===== config.mk =====
export PLATFORM = sky130hd
export DESIGN_NAME = fcl1_ctrl
export DESIGN_NICKNAME = d
export VERILOG_FILES = /design/src/rtl/fcl1_pkg.sv /design/src/rtl/fcl1_ctrl_cnt.sv /design/src/rtl/fcl1_ctrl.sv
export SDC_FILE = /design/constraint.sdc
export NUM_CORES = 1
export LEC_CHECK = 0
export CORE_UTILIZATION = 50
export DETAILED_ROUTE_END_ITERATION = 10
export HOLD_SLACK_MARGIN = 0.06
export PLACE_DENSITY = 0.74
export SKIP_LAST_GASP = 1
export SLEW_MARGIN = 25
export SYNTH_ARGS = -nofsm -noshare
export SYNTH_HDL_FRONTEND = slang
export SYNTH_SLANG_ARGS = --single-unit

===== constraint.sdc =====
create_clock -name fcl1_ctrl_clk -period 4.19 [get_ports fcl1_ctrl_clk]
set_clock_uncertainty 0.1 [all_clocks]
set_input_delay 0.6285 -clock fcl1_ctrl_clk [delete_from_list [all_inputs] [get_ports fcl1_ctrl_clk]]
set_output_delay 0.6285 -clock fcl1_ctrl_clk [all_outputs]
set_load 0.005 [all_outputs]

===== src/rtl/fcl1_pkg.sv =====
// Shared types and sizing helpers for the first fully-connected layer controller.
package fcl1_pkg;

    localparam int N_IN_DEF    = 400;
    localparam int N_OUT_DEF   = 120;
    localparam int RD_LAT_DEF  = 1;
    localparam int MAC_LAT_DEF = 2;

    // Address width for a range of n entries; a single entry still needs one bit.
    function automatic int cw(input int n);
        return (n <= 1) ? 1 : $clog2(n);
    endfunction

    localparam int IN_AW_DEF  = cw(N_IN_DEF);
    localparam int W_AW_DEF   = cw(N_IN_DEF * N_OUT_DEF);
    localparam int OUT_AW_DEF = cw(N_OUT_DEF);

    typedef enum logic [2:0] {
        IDLE,
        CLEAR,
        ACCUM,
        DRAIN,
        WRITE,
        DONE
    } state_t;

endpackage


===== src/rtl/fcl1_ctrl_cnt.sv =====
// Parametric up-counter with synchronous clear, enable and terminal-count flag.
module fcl1_ctrl_cnt #(
    parameter int W   = 4,
    parameter int MAX = 15
) (
    input  logic         clk,
    input  logic         rst,
    input  logic         en,
    input  logic         clr,
    output logic [W-1:0] cnt,
    output logic         tc
);

    assign tc = (cnt == W'(MAX));

    // NOTE: sequential state uses non-blocking assignments so every flop samples pre-edge values.
    always_ff @(posedge clk or posedge rst) begin
        if (rst) begin
            cnt <= '0;
        end else if (clr) begin
            cnt <= '0;
        end else if (en) begin
            cnt <= tc ? '0 : cnt + W'(1);
        end
    end

endmodule


===== src/rtl/fcl1_ctrl.sv =====
// Sequencer for one fully-connected layer: walks every neuron, streams its weights
// and inputs to the MAC, waits out the pipeline and hands each result to the sink.
module fcl1_ctrl
    import fcl1_pkg::*;
#(
    parameter int N_IN    = N_IN_DEF,
    parameter int N_OUT   = N_OUT_DEF,
    parameter int RD_LAT  = RD_LAT_DEF,
    parameter int MAC_LAT = MAC_LAT_DEF
) (
    input  logic                         fcl1_ctrl_clk,
    input  logic                         fcl1_ctrl_rst,
    input  logic                         fcl1_ctrl_start_i,
    input  logic                         fcl1_ctrl_abort_i,
    input  logic                         fcl1_ctrl_out_ready_i,
    output logic                         fcl1_ctrl_rd_en_o,
    output logic [cw(N_IN)-1:0]          fcl1_ctrl_in_addr_o,
    output logic [cw(N_IN*N_OUT)-1:0]    fcl1_ctrl_w_addr_o,
    output logic                         fcl1_ctrl_acc_clr_o,
    output logic                         fcl1_ctrl_mac_en_o,
    output logic                         fcl1_ctrl_out_valid_o,
    output logic [cw(N_OUT)-1:0]         fcl1_ctrl_out_addr_o,
    output logic                         fcl1_ctrl_busy_o,
    output logic                         fcl1_ctrl_done_o
);

    localparam int IN_AW     = cw(N_IN);
    localparam int W_AW      = cw(N_IN * N_OUT);
    localparam int OUT_AW    = cw(N_OUT);
    localparam int DRAIN_LEN = RD_LAT + MAC_LAT;
    localparam int D_W       = cw(DRAIN_LEN);

    state_t          state;
    logic [W_AW-1:0] base;
    logic [D_W-1:0]  dcnt;
    logic            i_en, i_clr, i_tc;
    logic            n_en, n_clr, n_tc;

    // The input index doubles as the input address; it stops at N_IN-1 so the
    // address holds its last value once the neuron has been streamed.
    assign i_clr = !fcl1_ctrl_abort_i && (state == CLEAR);
    assign i_en  = !fcl1_ctrl_abort_i && (state == ACCUM) && !i_tc;
    assign n_clr = !fcl1_ctrl_abort_i && (state == IDLE) && fcl1_ctrl_start_i;
    assign n_en  = !fcl1_ctrl_abort_i && (state == WRITE) && fcl1_ctrl_out_ready_i && !n_tc;

    fcl1_ctrl_cnt #(.W(IN_AW), .MAX(N_IN - 1)) u_in_cnt (
        .clk (fcl1_ctrl_clk),
        .rst (fcl1_ctrl_rst),
        .en  (i_en),
        .clr (i_clr),
        .cnt (fcl1_ctrl_in_addr_o),
        .tc  (i_tc)
    );

    fcl1_ctrl_cnt #(.W(OUT_AW), .MAX(N_OUT - 1)) u_out_cnt (
        .clk (fcl1_ctrl_clk),
        .rst (fcl1_ctrl_rst),
        .en  (n_en),
        .clr (n_clr),
        .cnt (fcl1_ctrl_out_addr_o),
        .tc  (n_tc)
    );

    always_ff @(posedge fcl1_ctrl_clk or posedge fcl1_ctrl_rst) begin
        if (fcl1_ctrl_rst) begin
            state                 <= IDLE;
            fcl1_ctrl_rd_en_o     <= 1'b0;
            fcl1_ctrl_acc_clr_o   <= 1'b0;
            fcl1_ctrl_out_valid_o <= 1'b0;
            fcl1_ctrl_busy_o      <= 1'b0;
            fcl1_ctrl_done_o      <= 1'b0;
            fcl1_ctrl_w_addr_o    <= '0;
            base                  <= '0;
            dcnt                  <= '0;
        end else if (fcl1_ctrl_abort_i) begin
            state                 <= IDLE;
            fcl1_ctrl_rd_en_o     <= 1'b0;
            fcl1_ctrl_acc_clr_o   <= 1'b0;
            fcl1_ctrl_out_valid_o <= 1'b0;
            fcl1_ctrl_busy_o      <= 1'b0;
            fcl1_ctrl_done_o      <= 1'b0;
        end else begin
            case (state)
                IDLE: begin
                    if (fcl1_ctrl_start_i) begin
                        state               <= CLEAR;
                        fcl1_ctrl_acc_clr_o <= 1'b1;
                        fcl1_ctrl_busy_o    <= 1'b1;
                        base                <= '0;
                    end
                end
                CLEAR: begin
                    state               <= ACCUM;
                    fcl1_ctrl_acc_clr_o <= 1'b0;
                    fcl1_ctrl_rd_en_o   <= 1'b1;
                    fcl1_ctrl_w_addr_o  <= base;
                end
                ACCUM: begin
                    if (i_tc) begin
                        state             <= DRAIN;
                        fcl1_ctrl_rd_en_o <= 1'b0;
                        dcnt              <= D_W'(DRAIN_LEN - 1);
                    end else begin
                        fcl1_ctrl_w_addr_o <= fcl1_ctrl_w_addr_o + W_AW'(1);
                    end
                end
                DRAIN: begin
                    if (dcnt == '0) begin
                        state                 <= WRITE;
                        fcl1_ctrl_out_valid_o <= 1'b1;
                    end else begin
                        dcnt <= dcnt - D_W'(1);
                    end
                end
                WRITE: begin
                    if (fcl1_ctrl_out_ready_i) begin
                        fcl1_ctrl_out_valid_o <= 1'b0;
                        if (n_tc) begin
                            state            <= DONE;
                            fcl1_ctrl_done_o <= 1'b1;
                        end else begin
                            state               <= CLEAR;
                            fcl1_ctrl_acc_clr_o <= 1'b1;
                            // Weight rows are contiguous, so the next neuron starts N_IN further on.
                            base                <= base + W_AW'(N_IN);
                        end
                    end
                end
                DONE: begin
                    state            <= IDLE;
                    fcl1_ctrl_done_o <= 1'b0;
                    fcl1_ctrl_busy_o <= 1'b0;
                end
                default: state <= IDLE;
            endcase
        end
    end

    // mac_en follows the read strobe by exactly the memory read latency.
    generate
        if (RD_LAT == 0) begin : g_no_dly
            assign fcl1_ctrl_mac_en_o = fcl1_ctrl_rd_en_o;
        end else begin : g_dly
            logic [RD_LAT-1:0] dly;
            always_ff @(posedge fcl1_ctrl_clk or posedge fcl1_ctrl_rst) begin
                if (fcl1_ctrl_rst) begin
                    dly <= '0;
                end else if (fcl1_ctrl_abort_i) begin
                    dly <= '0;
                end else begin
                    dly <= (dly << 1) | RD_LAT'(fcl1_ctrl_rd_en_o);
                end
            end
            assign fcl1_ctrl_mac_en_o = dly[RD_LAT-1];
        end
    endgenerate

endmodule


Word-level counts from Yosys, hierarchy flattened
Cells that the tools add are included.
{"block": "classes", "addsub": 5, "eq_ne": 19, "n_mux": 41, "bitwise": 1, "reduce_logical": 32}
{"op": "two-way mux 16 bit", "count": 4}
{"op": "one-hot mux 16 bit (2 select lines)", "count": 2}
{"op": "two-way mux 9 bit", "count": 3}
{"op": "two-way mux 7 bit", "count": 3}
{"op": "two-way mux 3 bit", "count": 6}
{"op": "!= test 3 bit, second input constant", "count": 6}
{"op": "adder 16 x 1 -> 16 bit, second input constant", "count": 1}
{"op": "adder 16 x 9 -> 16 bit, second input constant", "count": 1}
{"op": "one-hot mux 3 bit (5 select lines)", "count": 1}
{"op": "two-way mux 1 bit", "count": 14}
{"op": "!= test 2 bit, second input constant", "count": 6}
{"op": "AND reduction 4 bit", "count": 3}
{"op": "nonzero test 3 bit", "count": 4}
{"op": "nonzero test 2 bit", "count": 5}
{"op": "adder 9 x 1 -> 9 bit, second input constant", "count": 1}
{"op": "equality test 9 bit, second input constant", "count": 1}
{"op": "AND reduction 3 bit", "count": 3}
{"op": "logical AND 1 bit", "count": 8}
{"op": "one-hot mux 1 bit (2 select lines)", "count": 4}
{"op": "adder 7 x 1 -> 7 bit, second input constant", "count": 1}
{"op": "equality test 7 bit, second input constant", "count": 1}
{"op": "equality test 3 x 2 -> 1 bit, second input constant", "count": 2}
{"op": "equality test 3 bit, second input constant", "count": 2}
{"op": "AND reduction 5 bit", "count": 1}
{"op": "11 further kinds", "count": 15}
{"block": "word_totals", "register_bits": 59, "wordCells": 110}

Logic depth before layout (Yosys ltp)
Gate-level depths: netlist (run 1).
{"block": "depth", "ltp_word": 6, "ltp_mapped": 9}

Cells and area by module
Synthesis (run 1) repeated with hierarchy kept, for this count alone.
{"block": "unflattened", "cells_unflattened": 342, "hier_area_um2": 3164.3}
{"module": "fcl1_ctrl", "instances": 1, "cells_per_inst": 250, "area_per_inst_um2": 2248.4, "seq_area_each_um2": 975.9}
{"module": "fcl1_ctrl_cnt at u_in_cnt", "instances": 1, "cells_per_inst": 51, "area_per_inst_um2": 495.5, "seq_area_each_um2": 225.2}
{"module": "fcl1_ctrl_cnt at u_out_cnt", "instances": 1, "cells_per_inst": 41, "area_per_inst_um2": 420.4, "seq_area_each_um2": 175.2}

Least setup slack after synthesis (run 1)
OpenSTA, ideal clock, no wires.
{"block": "synth_path", "path_kind": "input port to flip-flop", "from": "input port fcl1_ctrl_abort_i", "to": "register fcl1_ctrl_w_addr_o[4]", "setup_ns": 0.123, "arrival_time_ns": 1.937, "t_required_ns": 3.967, "slack_ns": 2.030, "cell_stages": 9, "path_cell_list": "clkbuf_1 inv_1 o311a_1 buf_2 or2_1 buf_6 buf_6 a21oi_1 a21oi_1"}
{"block": "synth_via", "elab_chain_len": 2}
{"element": "start: declaration", "line_no": "fcl1_ctrl.sv:14", "source": "input logic fcl1_ctrl_abort_i,"}
{"element": "inverter 1 bit (no source line)"}
{"element": "AND reduction 3 bit (no source line)"}
{"element": "end signal: assignment", "line_no": "fcl1_ctrl.sv:96", "source": "fcl1_ctrl_w_addr_o <= base;"}
{"element": "end signal: assignment", "line_no": "fcl1_ctrl.sv:104", "source": "fcl1_ctrl_w_addr_o <= fcl1_ctrl_w_addr_o + W_AW'(1);"}
{"element": "end: declaration", "line_no": "fcl1_ctrl.sv:18", "source": "output logic [cw(N_IN*N_OUT)-1:0] fcl1_ctrl_w_addr_o,"}
No other way between the ends.
A chain may end at the register's enable or synchronous reset.

Final worst setup path (run 1)
{"block": "layout_path", "from": "register state[1]", "to": "register fcl1_ctrl_w_addr_o[8]"}
{"block": "layout_via", "elab_chain_len": 3, "elab_cells_between_ends": 6}
{"element": "start: declaration", "line_no": "fcl1_ctrl.sv:33", "source": "state_t state;"}
{"element": "start signal: assignment", "line_no": "fcl1_ctrl.sv:66", "source": "state <= IDLE;"}
{"element": "start signal: assignment", "line_no": "fcl1_ctrl.sv:76", "source": "state <= IDLE;"}
{"element": "start signal: assignment", "line_no": "fcl1_ctrl.sv:86", "source": "state <= CLEAR;"}
{"element": "equality test 3 x 2 -> 1 bit / equality test 3 x 1 -> 1 bit (equally long branches)", "line_no": "fcl1_ctrl.sv:83", "source": "case (state)"}
{"element": "!= test 2 bit (no source line) / nonzero test 2 bit (equally long branches)"}
{"element": "AND reduction 3 bit (no source line)"}
Parallel ways exist; a longest one is shown, timed or not.

==> reports/results.txt, run 1 <==
setup slack, reg-to-reg - 1.47 ns
Via density - 6.09
cell area after layout - 0.00359 mm^2
flops & latches, synth - 55
Final Wtd Congestion - 0.897
Synth Area in Adders - 2.06%
Compound-Gate Fraction of Synth Area - 21.3%
maximum clock insertion buffer count - 2
CP Capture Type - flip-flop
clock insertion delay at the later pin of the skew report - 0.30 ns
WL per Instance - 15.9 um
Post-CTS Setup Bufs - 0
fin. max-slew vios - 0
Async S/R FF share, synth - 100%
fin crit share - 64.9%
CTS tree - yes
gr ovfl total - 0
Leak - 1.45 nW
Req. time, crit path - 4.28 ns
critical path type - reg2reg
# rows - 28
# DRC - 0
I/O Buffers - 42
First DRT Iteration DRCs - 219
setup violators final - 0
first drt pass iteration count - 4
CP top delay family - simple AND/OR/NAND/NOR gates
FF/Latch Area - 0.00138 mm^2
dpl ws - 1.22 ns
CP max stage cell - dfrtp_1
area occupied by multi-input gates - 0.00156 mm^2
crit path cell chain - nor3b_4 > buf_4 > o311a_1 > or2_1 > o2bb2a_1
Seq/Total Area, Yosys - 45.3%
largest family of logic cells by synthesized area - simple AND/OR/NAND/NOR gates
Starting Density - 51.6%
total power - 0.00159 W
first-pass GRT wire length - 12.0 mm
clk sinks - 55
final hold vios - 0
largest net degree at the start of global routing - 42
Synth Area in Simple Gates - 23.1%
ratio of cells with drive above 1 in the final layout - 5.09%
minimum clock period - 2.72 ns
Nets - 383
Pwr Density - 442 mW/mm^2
die width - 80.0 um
Layout area overhead - 18.1%
Global Route Usage Sum - 23.8%
Post-synth EDFFs - 0
xor/xnor share of the synthesized area - 3.17%
Least-Margin Pin Slew - 0.974 ns
post-synthesis net count - 348
Total Die Area - 0.00639 mm^2
placed cell area - 0.00349 mm^2
mux cell area share after synthesis - 1.73%
Post-DRT Antenna Nets - 0
post-cts sizing count - 0
Final Non-Filler Cells - 448
status - completed
data arrival time of the worst path - 2.81 ns
Crit path largest cell delay - 0.63 ns
Die H - 80.0 um
ANT cells - 0
synth unique cells - 53
synth warn - 0
vias post-DR - 2728
Worst Path Buf+Inv - 1
Worst IR Drop VDD - 226 uV
Hold WC Path Type - reg2reg
Cell Area, Synth - 0.00304 mm^2
Worst slew margin - 34.6%
Synth Flop Type - dfrtp_1
placed instance count - 441
drt total wl - 7.12 mm
initial antenna violation count - 0
max_cap viols - 0
vias in the first global route - 2564
RSZ-0062 raised after global routing - false
Top-Level Pins - 43
Synth Instances - 338
post-route setup slack - 1.47 ns
area of the core - 0.00589 mm^2
cts hold-fix bufs - 0
Mapped Avg Cell Area - 8.99 um^2
CP startpoint kind - flip-flop
fmax - 368 MHz
setup tns final - 0 ns
Crit Path Max Fanout - 37
H-tree depth - 2
total CTS buffers - 5
Root Buffer - clkbuf_8
DP Wirelength - 4.91 mm
Reg clk slew, reported paths - 0.09 ns
fillers - 523
-- sequential cells by signal, indices dropped and copies added, names as in the netlist --
signal                 count
u_out_cnt.cnt              7
dcnt                       2
u_in_cnt.cnt               9
base                      12
fcl1_ctrl_busy_o           1
fcl1_ctrl_rd_en_o          1
state                      3
fcl1_ctrl_out_valid_o      1
fcl1_ctrl_acc_clr_o        1
fcl1_ctrl_mac_en_o         1
fcl1_ctrl_w_addr_o        16
fcl1_ctrl_done_o           1
-- metal layers --
metal / track usage [%] / part of all wire, % / routed length (um) / up-vias
li1: - / - / - / 1315
met1: 32.6 / 47 / 3320 / 1333
met2: 38.5 / 47 / 3370 / 72
met3: 3.54 / 5.0 / 359 / 8
met4: 7.50 / 1.0 / 73 / 0
met5: 0 / 0 / 0 / -
-- where the power goes --
group / internal [W] / switching (W) / total (W) / leakage, nW
Sequential: 0.000626 / 0.000139 / 0.000766 / 0.730
Combinational: 0.000266 / 0.000213 / 0.000478 / 0.665
Clock: 0.000176 / 0.000166 / 0.000342 / 0.0513
Total: 0.00107 / 0.000518 / 0.00159 / 1.45
-- path summary, 6_finish.rpt --
check	startpoint	to	cells past startpoint
min	fcl1_ctrl_rd_en_o	fcl1_ctrl_mac_en_o	1
min in group asynchronous	fcl1_ctrl_rst	u_in_cnt.cnt[6]	2
max reg2reg	state[1]	fcl1_ctrl_w_addr_o[8]	5
max	state[1]	fcl1_ctrl_w_addr_o[8]	5
min reg2reg	fcl1_ctrl_rd_en_o	fcl1_ctrl_mac_en_o	1
max in group asynchronous	fcl1_ctrl_rst	base[7]	3
-- through the flow --
stage / hold WS (ns) / utilization, %
6_report: 0.454 / 61.0
5_1_grt: 0.483 / 61.0
4_1_cts: 0.460 / 61.0
3_5_place_dp: 0.439 / 59.2
3_3_place_gp: 0.408 / 59.2
2_1_floorplan: 0.403 / -
-- layout by cell type (no fill, tap or decap), types with 6 or more instances in the layout --
cell	n
a21oi_1	25
a31oi_1	10
clkdlybuf4s50_1	42
dfrtp_1	55
nand2_1	42
nand3_1	19
nand4_1	6
nor2_1	32
nor3_1	11
o21ai_0	24
o22ai_1	9
xnor2_1	6
-- kinds of logic after synthesis --
| family | Yosys count |
|---|---|
| muxes | 5 |
| xor gates and xnor gates | 11 |
| DFF | 55 |
| adders and majority gates | 5 |
| and+or+nand+nor | 140 |
| AOI/OAI and AO/OA | 100 |
| buffers and inverters | 22 |
-- cell type report --
cell class / instances / share of cell area [%]
well taps: 75 / 2.61
clock buffers: 6 / 2.02
inverters: 6 / 0.627
multi-input cells: 261 / 43.4
repair buffers: 44 / 12.1
flip-flops and latches: 55 / 38.3
clock inverters: 1 / 0.837
-- synth_stat cells, types with 3 or more instances --
| library cell | n | area, um^2 |
|---|---|---|
| xnor2_1 | 6 | 52.6 |
| nor3_1 | 11 | 55.1 |
| mux2i_1 | 3 | 30.0 |
| inv_1 | 6 | 22.5 |
| o31ai_1 | 5 | 37.5 |
| nor2_1 | 32 | 120 |
| o22ai_1 | 9 | 56.3 |
| ha_1 | 5 | 62.6 |
| o21ai_0 | 24 | 120 |
| a21oi_1 | 25 | 125 |
| xor2_1 | 5 | 43.8 |
| nor2b_1 | 3 | 18.8 |
| and2_1 | 5 | 31.3 |
| nand2_1 | 42 | 158 |
| a2bb2oi_1 | 3 | 26.3 |
| nand3_1 | 19 | 95.1 |
| o21a_1 | 3 | 22.5 |
| and3_1 | 4 | 25.0 |
| a22o_1 | 3 | 26.3 |
| clkbuf_1 | 11 | 41.3 |
| dfrtp_1 | 55 | 1380 |
| nand4_1 | 6 | 37.5 |
| or3_1 | 5 | 31.3 |
| a31oi_1 | 10 | 62.6 |
Power figures use the tool's default switching activity.
==> run 2: changes to the inputs <==
==> constraint.sdc (replaced) <==
create_clock -name fcl1_ctrl_clk -period 2.65 [get_ports fcl1_ctrl_clk]
set_clock_uncertainty 0.1 [all_clocks]
set_input_delay 0.3975 -clock fcl1_ctrl_clk [delete_from_list [all_inputs] [get_ports fcl1_ctrl_clk]]
set_output_delay 0.3975 -clock fcl1_ctrl_clk [all_outputs]
set_load 0.005 [all_outputs]
==> run 2 against run 1 <==
Effect of this change: critical endpoint unchanged; first-iteration DRC count rose by 9.6%; clock power increased by 33%; combinational power rose by 63%; worst setup slack worse by 1.2 ns; flip-flop and latch count unchanged; critical path depth is 1 higher.
==> reports/results.txt, run 2 (synthesis gave the netlist of run 1 again) <==
status - completed
P_int - 0.00161 W
sequential power share - 49.4%
dpl ws - 0.251 ns
DP Wirelength - 4.80 mm
vias in the first global route - 2483
# rows - 28
top flop regs - fcl1_ctrl_w_addr_o: 16 flops, base: 12 flops, u_in_cnt.cnt: 9 flops
Biggest register - fcl1_ctrl_w_addr_o
Leak - 1.48 nW
setup slack, reg-to-reg - 0.26 ns
setup violators final - 0
final hold vios - 0
switching pwr - 0.000833 W
CP Capture Type - flip-flop
worst hold slack - 0.337 ns
crit path cell chain - ha_1 > nand3_1 > o311a_1 > nor2_2 > a21oi_1 > o2bb2a_1
CP top delay family - simple AND/OR/NAND/NOR gates
area of the core - 0.00589 mm^2
# DRC - 0
post-cts sizing count - 0
drt total wl - 6.89 mm
vias post-DR - 2724
sw frac - 34.2%
Nets - 389
initial antenna violation count - 0
Post-CTS Setup Bufs - 0
H-tree depth - 2
fin. max-slew vios - 0
maximum clock insertion buffer count - 2
r2r startpoint - u_in_cnt.cnt[0]
Least-Margin Pin Slew - 0.694 ns
Top-Level Pins - 43
most common cell after layout, fill and taps aside - dfrtp_1
Via density - 5.99
first-pass GRT wire length - 11.8 mm
ratio of cells with drive above 1 in the final layout - 7.11%
total power - 0.00244 W
Crit Path Max Fanout - 18
RSZ-0062 raised after global routing - false
max_cap viols - 0
Reg clk slew, reported paths - 0.10 ns
Hold WC Path Type - in2async
minimum clock period - 2.39 ns
Worst IR Drop VDD - 377 uV
CP max stage cell - nor2_2
CTS tree - yes
Comb pwr share - 31.9%
Req. time, crit path - 2.75 ns
Worst Path Buf+Inv - 0
total CTS buffers - 5
Total Die Area - 0.00639 mm^2
Global Route Usage Sum - 23.7%
largest net degree at the start of global routing - 36
data arrival time of the worst path - 2.49 ns
Reg-to-Reg End - fcl1_ctrl_w_addr_o[8]
post-route setup slack - 0.258 ns
Root Buffer - clkbuf_8
most frequent cells in the layout - 55 x dfrtp_1, 42 x nand2_1, 42 x clkdlybuf4s50_1
Crit path largest cell delay - 0.57 ns
clock share of power - 18.6%
clk sinks - 55
die width - 80.0 um
clock insertion delay at the later pin of the skew report - 0.31 ns
setup tns final - 0 ns
critical path type - reg2reg
reg2reg path depth - 6
Die H - 80.0 um
max reg flops - 16
fin crit share - 90.3%
CP startpoint kind - flip-flop
Final Wtd Congestion - 0.849
Starting Density - 51.6%
I/O Buffers - 42
WL per Instance - 15.1 um
gr ovfl total - 0
First DRT Iteration DRCs - 240
Post-DRT Antenna Nets - 0
Worst slew margin - 53.7%
first drt pass iteration count - 4
ANT cells - 0
cts hold-fix bufs - 0
Pwr Density - 672 mW/mm^2
Layout area overhead - 19.4%
fmax - 418 MHz
-- run 2: cell types whose count changed in the layout (fill, tap and decap cells not counted) --
cell / change
clkinv_2: +3
clkbuf_1: -1
bufinv_16: -1
buf_12: +1
buf_4: +5
-- run 2: stage by stage --
| stage | instance area, um^2 | cells | util [%] |
|---|---|---|---|
| floorplan | 3040 | 338 | - |
| global placement | 3540 | 447 | 60.2 |
| detailed placement | 3540 | 447 | 60.2 |
| CTS | 3630 | 455 | 61.6 |
| global route | 3630 | 455 | 61.6 |
| finish | 3630 | 455 | 61.6 |
-- run 2: worst max-delay path by stage --
stage	startpoint	end	slack [ns]	depth (start not counted)
3_3_place_gp	fcl1_ctrl_abort_i	fcl1_ctrl_w_addr_o[12]	0.31	6
5_1_grt	u_in_cnt.cnt[0]	fcl1_ctrl_w_addr_o[8]	0.08	6
6_report	u_in_cnt.cnt[0]	fcl1_ctrl_w_addr_o[8]	0.26	6
4_1_cts	u_in_cnt.cnt[0]	fcl1_ctrl_w_addr_o[8]	0.26	6
3_5_place_dp	fcl1_ctrl_abort_i	fcl1_ctrl_w_addr_o[4]	0.25	7
2_1_floorplan	u_in_cnt.cnt[0]	fcl1_ctrl_w_addr_o[4]	0.61	9
-- run 2: power groups by stage --
stage | combinational (W) | sequential, W | clock, W
global route | 0.000877 | 0.00124 | 0.000501
detailed placement | 0.000779 | 0.00122 | 0
global placement | 0.000763 | 0.00120 | 0
finish | 0.000779 | 0.00121 | 0.000454
floorplan | 0.000438 | 0.00117 | 0
CTS | 0.000783 | 0.00120 | 0.000474
-- run 2: final cells by class --
class | instances | area [um^2]
inverters | 6 | 22.5
repair buffers | 50 | 493
clock buffers | 5 | 68.8
fillers | 532 | 2260
clock inverters | 3 | 15.0
flip-flops and latches | 55 | 1380
well taps | 75 | 93.8
multi-input cells | 261 | 1560
-- run 2: layer usage --
metal / track usage (%) / share of wire (%)
met5: 0 / 0
met4: 5.71 / 0.81
met3: 4.23 / 4.2
met2: 37.7 / 47
met1: 33.4 / 48
